$ cat config.mk
export PLATFORM = sky130hd
export DESIGN_NAME = rr_l2_arbiter_flat
export DESIGN_NICKNAME = d
export VERILOG_FILES = /design/src/rtl/rr_l2_arbiter_if.sv /design/src/rtl/rr_l2_arbiter.sv /design/src/flat_wrapper.sv
export SDC_FILE = /design/constraint.sdc
export NUM_CORES = 1
export LEC_CHECK = 0
export ABC_AREA = 1
export CORE_AREA = 2 2 326 328
export DETAILED_ROUTE_END_ITERATION = 10
export DIE_AREA = 0 0 328 330
export PLACE_DENSITY = 0.38
export SYNTH_ARGS = -nofsm -noshare
export SYNTH_HDL_FRONTEND = slang
export SYNTH_SLANG_ARGS = --single-unit
$ cat constraint.sdc
create_clock -name clk -period 23.3 [get_ports clk]
set_clock_uncertainty 0.05 [all_clocks]
set_input_delay 4.66 -clock clk [delete_from_list [all_inputs] [get_ports clk]]
set_output_delay 4.66 -clock clk [all_outputs]
set_load 0.005 [all_outputs]
$ cat src/rtl/rr_l2_arbiter_if.sv
// Bundle of the I-cache, D-cache and L2 line-transfer signals around the arbiter.
// master: the caches and L2 memory; slave: the arbiter.
interface rr_l2_arbiter_if #(
   parameter int ADDR_W = 16,
   parameter int LINE_W = 128
);
   logic              imem_read;
   logic              imem_write;
   logic [ADDR_W-1:0] imem_address;
   logic [LINE_W-1:0] imem_wdata;
   logic [LINE_W-1:0] imem_rdata;
   logic              imem_resp;

   logic              dmem_read;
   logic              dmem_write;
   logic [ADDR_W-1:0] dmem_address;
   logic [LINE_W-1:0] dmem_wdata;
   logic [LINE_W-1:0] dmem_rdata;
   logic              dmem_resp;

   logic              L2_mem_read;
   logic              L2_mem_write;
   logic [ADDR_W-1:0] L2_mem_address;
   logic [LINE_W-1:0] L2_mem_wdata;
   logic [LINE_W-1:0] L2_mem_rdata;
   logic              L2_mem_resp;

   modport master (
      output imem_read, imem_write, imem_address, imem_wdata,
      input  imem_rdata, imem_resp,
      output dmem_read, dmem_write, dmem_address, dmem_wdata,
      input  dmem_rdata, dmem_resp,
      input  L2_mem_read, L2_mem_write, L2_mem_address, L2_mem_wdata,
      output L2_mem_rdata, L2_mem_resp
   );

   modport slave (
      input  imem_read, imem_write, imem_address, imem_wdata,
      output imem_rdata, imem_resp,
      input  dmem_read, dmem_write, dmem_address, dmem_wdata,
      output dmem_rdata, dmem_resp,
      output L2_mem_read, L2_mem_write, L2_mem_address, L2_mem_wdata,
      input  L2_mem_rdata, L2_mem_resp
   );
endinterface

$ cat src/rtl/rr_l2_arbiter.sv
// Round-robin arbiter sharing one L2 line port between the I-cache and D-cache.
// One transaction at a time: IDLE grants, SERVE waits for L2, DONE pulses the owner's resp.
module rr_l2_arbiter #(
   parameter int ADDR_W = 16,
   parameter int LINE_W = 128
) (
   input  logic            clk,
   input  logic            rst,
   rr_l2_arbiter_if.slave  bus
);
   typedef enum logic [1:0] {
      S_IDLE,
      S_SERVE,
      S_DONE
   } state_t;

   state_t            r_state;
   state_t            w_next;
   logic              r_owner;
   logic              r_last_grant;
   logic [LINE_W-1:0] r_line;
   logic              r_l2_read;
   logic              r_l2_write;
   logic [ADDR_W-1:0] r_l2_addr;
   logic [LINE_W-1:0] r_l2_wdata;

   logic              w_i_req;
   logic              w_d_req;
   logic              w_grant;
   logic              w_sel;
   logic              w_sel_read;
   logic              w_sel_write;
   logic [ADDR_W-1:0] w_sel_addr;
   logic [LINE_W-1:0] w_sel_wdata;
   logic              w_l2_done;

   assign w_i_req   = bus.imem_read | bus.imem_write;
   assign w_d_req   = bus.dmem_read | bus.dmem_write;
   assign w_l2_done = (r_state == S_SERVE) && bus.L2_mem_resp;

   always_comb begin
      w_next  = r_state;
      w_grant = 1'b0;
      w_sel   = 1'b0;
      case (r_state)
         S_IDLE: begin
            if (w_i_req || w_d_req) begin
               w_grant = 1'b1;
               // On contention the requester that did not win last time goes first.
               w_sel   = (w_i_req && w_d_req) ? ~r_last_grant : w_d_req;
               w_next  = S_SERVE;
            end
         end
         S_SERVE: begin
            if (bus.L2_mem_resp) begin
               w_next = S_DONE;
            end
         end
         S_DONE: begin
            w_next = S_IDLE;
         end
         default: begin
            w_next = S_IDLE;
         end
      endcase
   end

   always_comb begin
      w_sel_read  = w_sel ? bus.dmem_read    : bus.imem_read;
      w_sel_write = (w_sel ? bus.dmem_write  : bus.imem_write) & ~w_sel_read;
      w_sel_addr  = w_sel ? bus.dmem_address : bus.imem_address;
      w_sel_wdata = w_sel ? bus.dmem_wdata   : bus.imem_wdata;
   end

   always_ff @(posedge clk or posedge rst) begin
      if (rst) begin
         r_state <= S_IDLE;
      end else begin
         r_state <= w_next;
      end
   end

   always_ff @(posedge clk or posedge rst) begin
      if (rst) begin
         r_owner      <= 1'b0;
         r_last_grant <= 1'b0;
         r_line       <= '0;
         r_l2_read    <= 1'b0;
         r_l2_write   <= 1'b0;
         r_l2_addr    <= '0;
         r_l2_wdata   <= '0;
      end else if (w_grant) begin
         r_owner      <= w_sel;
         r_last_grant <= w_sel;
         r_l2_read    <= w_sel_read;
         r_l2_write   <= w_sel_write;
         r_l2_addr    <= w_sel_addr;
         r_l2_wdata   <= w_sel_wdata;
      end else if (w_l2_done) begin
         r_line       <= bus.L2_mem_rdata;
         r_l2_read    <= 1'b0;
         r_l2_write   <= 1'b0;
      end
   end

   assign bus.L2_mem_read    = r_l2_read;
   assign bus.L2_mem_write   = r_l2_write;
   assign bus.L2_mem_address = r_l2_addr;
   assign bus.L2_mem_wdata   = r_l2_wdata;
   assign bus.imem_rdata     = r_line;
   assign bus.dmem_rdata     = r_line;
   assign bus.imem_resp      = (r_state == S_DONE) && !r_owner;
   assign bus.dmem_resp      = (r_state == S_DONE) &&  r_owner;
endmodule

$ cat src/flat_wrapper.sv
// flat-port wrapper written by rule: the top's interface ports become plain ports
module rr_l2_arbiter_flat 
#(
   parameter int ADDR_W = 16,
   parameter int LINE_W = 128
)
  (clk, rst, bus_imem_read, bus_imem_write, bus_imem_address, bus_imem_wdata, bus_imem_rdata, bus_imem_resp, bus_dmem_read, bus_dmem_write, bus_dmem_address, bus_dmem_wdata, bus_dmem_rdata, bus_dmem_resp, bus_L2_mem_read, bus_L2_mem_write, bus_L2_mem_address, bus_L2_mem_wdata, bus_L2_mem_rdata, bus_L2_mem_resp);
  rr_l2_arbiter_if #(.ADDR_W(ADDR_W), .LINE_W(LINE_W)) bus_i ();
  input  logic clk;
  input  logic rst;
  input wire logic [$bits(bus_i.imem_read)-1:0] bus_imem_read;
  input wire logic [$bits(bus_i.imem_write)-1:0] bus_imem_write;
  input wire logic [$bits(bus_i.imem_address)-1:0] bus_imem_address;
  input wire logic [$bits(bus_i.imem_wdata)-1:0] bus_imem_wdata;
  output wire logic [$bits(bus_i.imem_rdata)-1:0] bus_imem_rdata;
  output wire logic [$bits(bus_i.imem_resp)-1:0] bus_imem_resp;
  input wire logic [$bits(bus_i.dmem_read)-1:0] bus_dmem_read;
  input wire logic [$bits(bus_i.dmem_write)-1:0] bus_dmem_write;
  input wire logic [$bits(bus_i.dmem_address)-1:0] bus_dmem_address;
  input wire logic [$bits(bus_i.dmem_wdata)-1:0] bus_dmem_wdata;
  output wire logic [$bits(bus_i.dmem_rdata)-1:0] bus_dmem_rdata;
  output wire logic [$bits(bus_i.dmem_resp)-1:0] bus_dmem_resp;
  output wire logic [$bits(bus_i.L2_mem_read)-1:0] bus_L2_mem_read;
  output wire logic [$bits(bus_i.L2_mem_write)-1:0] bus_L2_mem_write;
  output wire logic [$bits(bus_i.L2_mem_address)-1:0] bus_L2_mem_address;
  output wire logic [$bits(bus_i.L2_mem_wdata)-1:0] bus_L2_mem_wdata;
  input wire logic [$bits(bus_i.L2_mem_rdata)-1:0] bus_L2_mem_rdata;
  input wire logic [$bits(bus_i.L2_mem_resp)-1:0] bus_L2_mem_resp;
  assign bus_i.imem_read = bus_imem_read;
  assign bus_i.imem_write = bus_imem_write;
  assign bus_i.imem_address = bus_imem_address;
  assign bus_i.imem_wdata = bus_imem_wdata;
  assign bus_imem_rdata = bus_i.imem_rdata;
  assign bus_imem_resp = bus_i.imem_resp;
  assign bus_i.dmem_read = bus_dmem_read;
  assign bus_i.dmem_write = bus_dmem_write;
  assign bus_i.dmem_address = bus_dmem_address;
  assign bus_i.dmem_wdata = bus_dmem_wdata;
  assign bus_dmem_rdata = bus_i.dmem_rdata;
  assign bus_dmem_resp = bus_i.dmem_resp;
  assign bus_L2_mem_read = bus_i.L2_mem_read;
  assign bus_L2_mem_write = bus_i.L2_mem_write;
  assign bus_L2_mem_address = bus_i.L2_mem_address;
  assign bus_L2_mem_wdata = bus_i.L2_mem_wdata;
  assign bus_i.L2_mem_rdata = bus_L2_mem_rdata;
  assign bus_i.L2_mem_resp = bus_L2_mem_resp;
  rr_l2_arbiter #(.ADDR_W(ADDR_W), .LINE_W(LINE_W)) u_core (.clk(clk), .rst(rst), .bus(bus_i));
endmodule
==> flow_metrics.env <==
export IMPL_synth_area_per_cell_um2=8.48
export IMPL_report_final_setup_viol=0
export IMPL_drtAntennaViolNets=0
export IMPL_tns_ns=0
export IMPL_clockBufferDepth=3
export IMPL_p_per_area_mw_per_mm2=132
export IMPL_dpl_instance_area_mm2=0.0214
export IMPL_cts_root_buf="clkbuf_16"
export IMPL_clock_latency_ns=0.56
export IMPL_globalplace_congestion=0.826
export IMPL_vias=12900
export IMPL_cts_htree_levels=2
export IMPL_synthDistinctLibCells=21
export IMPL_path_class="primary input to register"
export IMPL_rows=119
export IMPL_cp_top_family="buffers and inverters"
export IMPL_slew_headroom=0.259
export IMPL_slew_violations=0
export IMPL_rsz0062_at_grt="no"
export IMPL_grt_ovfl_total=0
export IMPL_dieArea_mm2=0.108
export IMPL_max_stage_delay_ns=0.81
export IMPL_synthFlopType="dfrtp_1"
export IMPL_drt_initial_drc_count=803
export IMPL_end_kind="register"
export IMPL_die_h_um=330
export IMPL_worstMarginPinSlew_ns=1.11
export IMPL_clk_pin_slew_ns=0.06
export IMPL_num_nets_final=2570
export IMPL_p_leak_uw=0.00941
export IMPL_antenna_found_initial=15
export IMPL_final_common_cell="clkdlybuf4s50_1"
export IMPL_ys_warn_count=0
export IMPL_regArea_mm2=0.00693
export IMPL_critPathLaunchType="primary input"
export IMPL_fillCellCount=11500
export IMPL_cp_data_required_time_ns=23.71
export IMPL_cts_tree="built"
export IMPL_wl_per_cell_um=17.9
export IMPL_synth_edf_count=0
export IMPL_period_needed_ns=7.39
export IMPL_start_util=0.122
export IMPL_via_per_inst=3.61
export IMPL_syn_inst=1503
export IMPL_ir_drop_v=0.0000975
export IMPL_track_usage=0.112
export IMPL_ys_seq_area_frac=0.544
export IMPL_grt_pass1_wl_um=90900
export IMPL_path_max_fanout=80
export IMPL_numPortBuffers=826
export IMPL_async_reset_ff_frac=1.00
export IMPL_cts_setup_buffers=0
export IMPL_crit_top_cell="buf_4"
export IMPL_grt_max_degree=218
export IMPL_dp_slack_ns=15.26
export IMPL_hold_class="register to register"
export IMPL_status="completed"
export IMPL_post_route_period_util=0.317
export IMPL_firstDrtPassIters=5
export IMPL_arrival_ns=7.80
export IMPL_cap_violations=0
export IMPL_clkSinkCount=277
export IMPL_synth_nets=1926
export IMPL_remaining_drc_errors=0
export IMPL_wl_um=64000
export IMPL_fin_ws_ns=15.91
export IMPL_numCtsBuffers=38
export IMPL_hold_viol=0
export IMPL_core_area_mm2=0.105
export IMPL_die_w_um=328
export IMPL_syn_area_mm2=0.0127
export IMPL_multiInputGateArea_mm2=0.00431
export IMPL_worst_path_max_delay_cell="buf_4"
export IMPL_max_freq_mhz=135
export IMPL_path_cells="clkdlybuf4s50_1 -> nor2_2 -> nor2_4 -> buf_4 -> nand2_4 -> buf_4 -> nand2_1 -> a31oi_1"
export IMPL_layout_drive_gt1_share=0.0409
export IMPL_layout_common_cells="clkdlybuf4s50_1, nand2_1, dfrtp_1, nand3_1, nor2_1"
export IMPL_area_delta_synth_final_pct=78.4
export IMPL_fin_area_mm2=0.0227
export IMPL_ys_ff_latch=277
export IMPL_path_buf_inv=3
export IMPL_grt_pass1_vias=13400
export IMPL_dp_hpwl_um=47800
export IMPL_pin_count=827
export IMPL_ctsHoldBuffers=0
export IMPL_cts_resized=0
export IMPL_post_route_util=0.217
## worst reg2reg max path, delay by kind of cell (launching register included)
family	cells	cell delay, ns
flip-flops	1	0.44
AND/OR/NAND/NOR	4	1.14
AO/OA/AOI/OAI	1	0.11
buffers and inverters	3	1.36
## power by group
group          internal [uW]  switching, uW
Clock                    371            242
Combinational            801            651
Sequential               723            211
Total                   1890           1100
## sequential cells by signal, indices dropped and copies added (netlist names)
register,flops
u_core.bus.L2_mem_address,16
u_core.bus.L2_mem_read,1
u_core.bus.L2_mem_wdata,128
u_core.bus.L2_mem_write,1
u_core.bus.dmem_rdata,128
u_core.r_last_grant,1
u_core.r_state,2
## metrics by stage
step / hold slack [ns] / power, uW / std cells
2_1_floorplan: 0.400 / 1570 / 1503
3_3_place_gp: 0.429 / 2410 / 3498
3_5_place_dp: 0.433 / 2420 / 3498
4_1_cts: 0.434 / 3070 / 3567
5_1_grt: 0.450 / 3220 / 3576
6_report: 0.432 / 3000 / 3576
## per-layer routing
layer  track usage  routed length (um)
met3        0.0376                5250
met5             0                  37
met1         0.134               26000
met2         0.187               31000
met4        0.0408                1670
## cells by family after synthesis
group                  count (synthesis)  share of synthesized area
AOI/OAI and AO/OA                    149                     0.0735
buffers and inverters                243                      0.120
DFF                                  277                      0.544
and+or+nand+nor                      834                      0.262
## layout make-up
class                      count  area share
tap                         1391      0.0766
timing repair buffer         840       0.369
clock inverter                14     0.00584
clock buffer                  55      0.0514
inverter                       7     0.00160
antenna                        9    0.000991
sequential                   277       0.305
multi-input combinational    983       0.190
## path summary, 6_finish.rpt
path                              startpoint                     endpoint  slack (ns)  cells past startpoint
max                           bus_dmem_write  u_core.bus.L2_mem_wdata[32]       15.91                      8
min                        u_core.r_state[1]            u_core.r_state[0]        0.43                      1
max reg2reg                u_core.r_state[0]  u_core.bus.L2_mem_wdata[32]       20.02                      8
min reg2reg                u_core.r_state[1]            u_core.r_state[0]        0.43                      1
max in group asynchronous                rst   u_core.bus.dmem_rdata[102]       16.00                      5
min in group asynchronous                rst  u_core.bus.L2_mem_wdata[74]        4.51                      2
## cell usage after synthesis, types with 2 or more instances
cell type,number,area [um2]
nor3_1,2,10.0
inv_2,2,7.51
nand3_1,149,746
nand2_1,533,2000
a31oi_1,144,901
nor2_1,145,544
clkbuf_1,13,48.8
inv_1,5,18.8
buf_4,137,1030
dfrtp_1,277,6930
nand2_2,2,12.5
buf_2,85,425
Note: power is estimated with default switching activity, not from simulation.
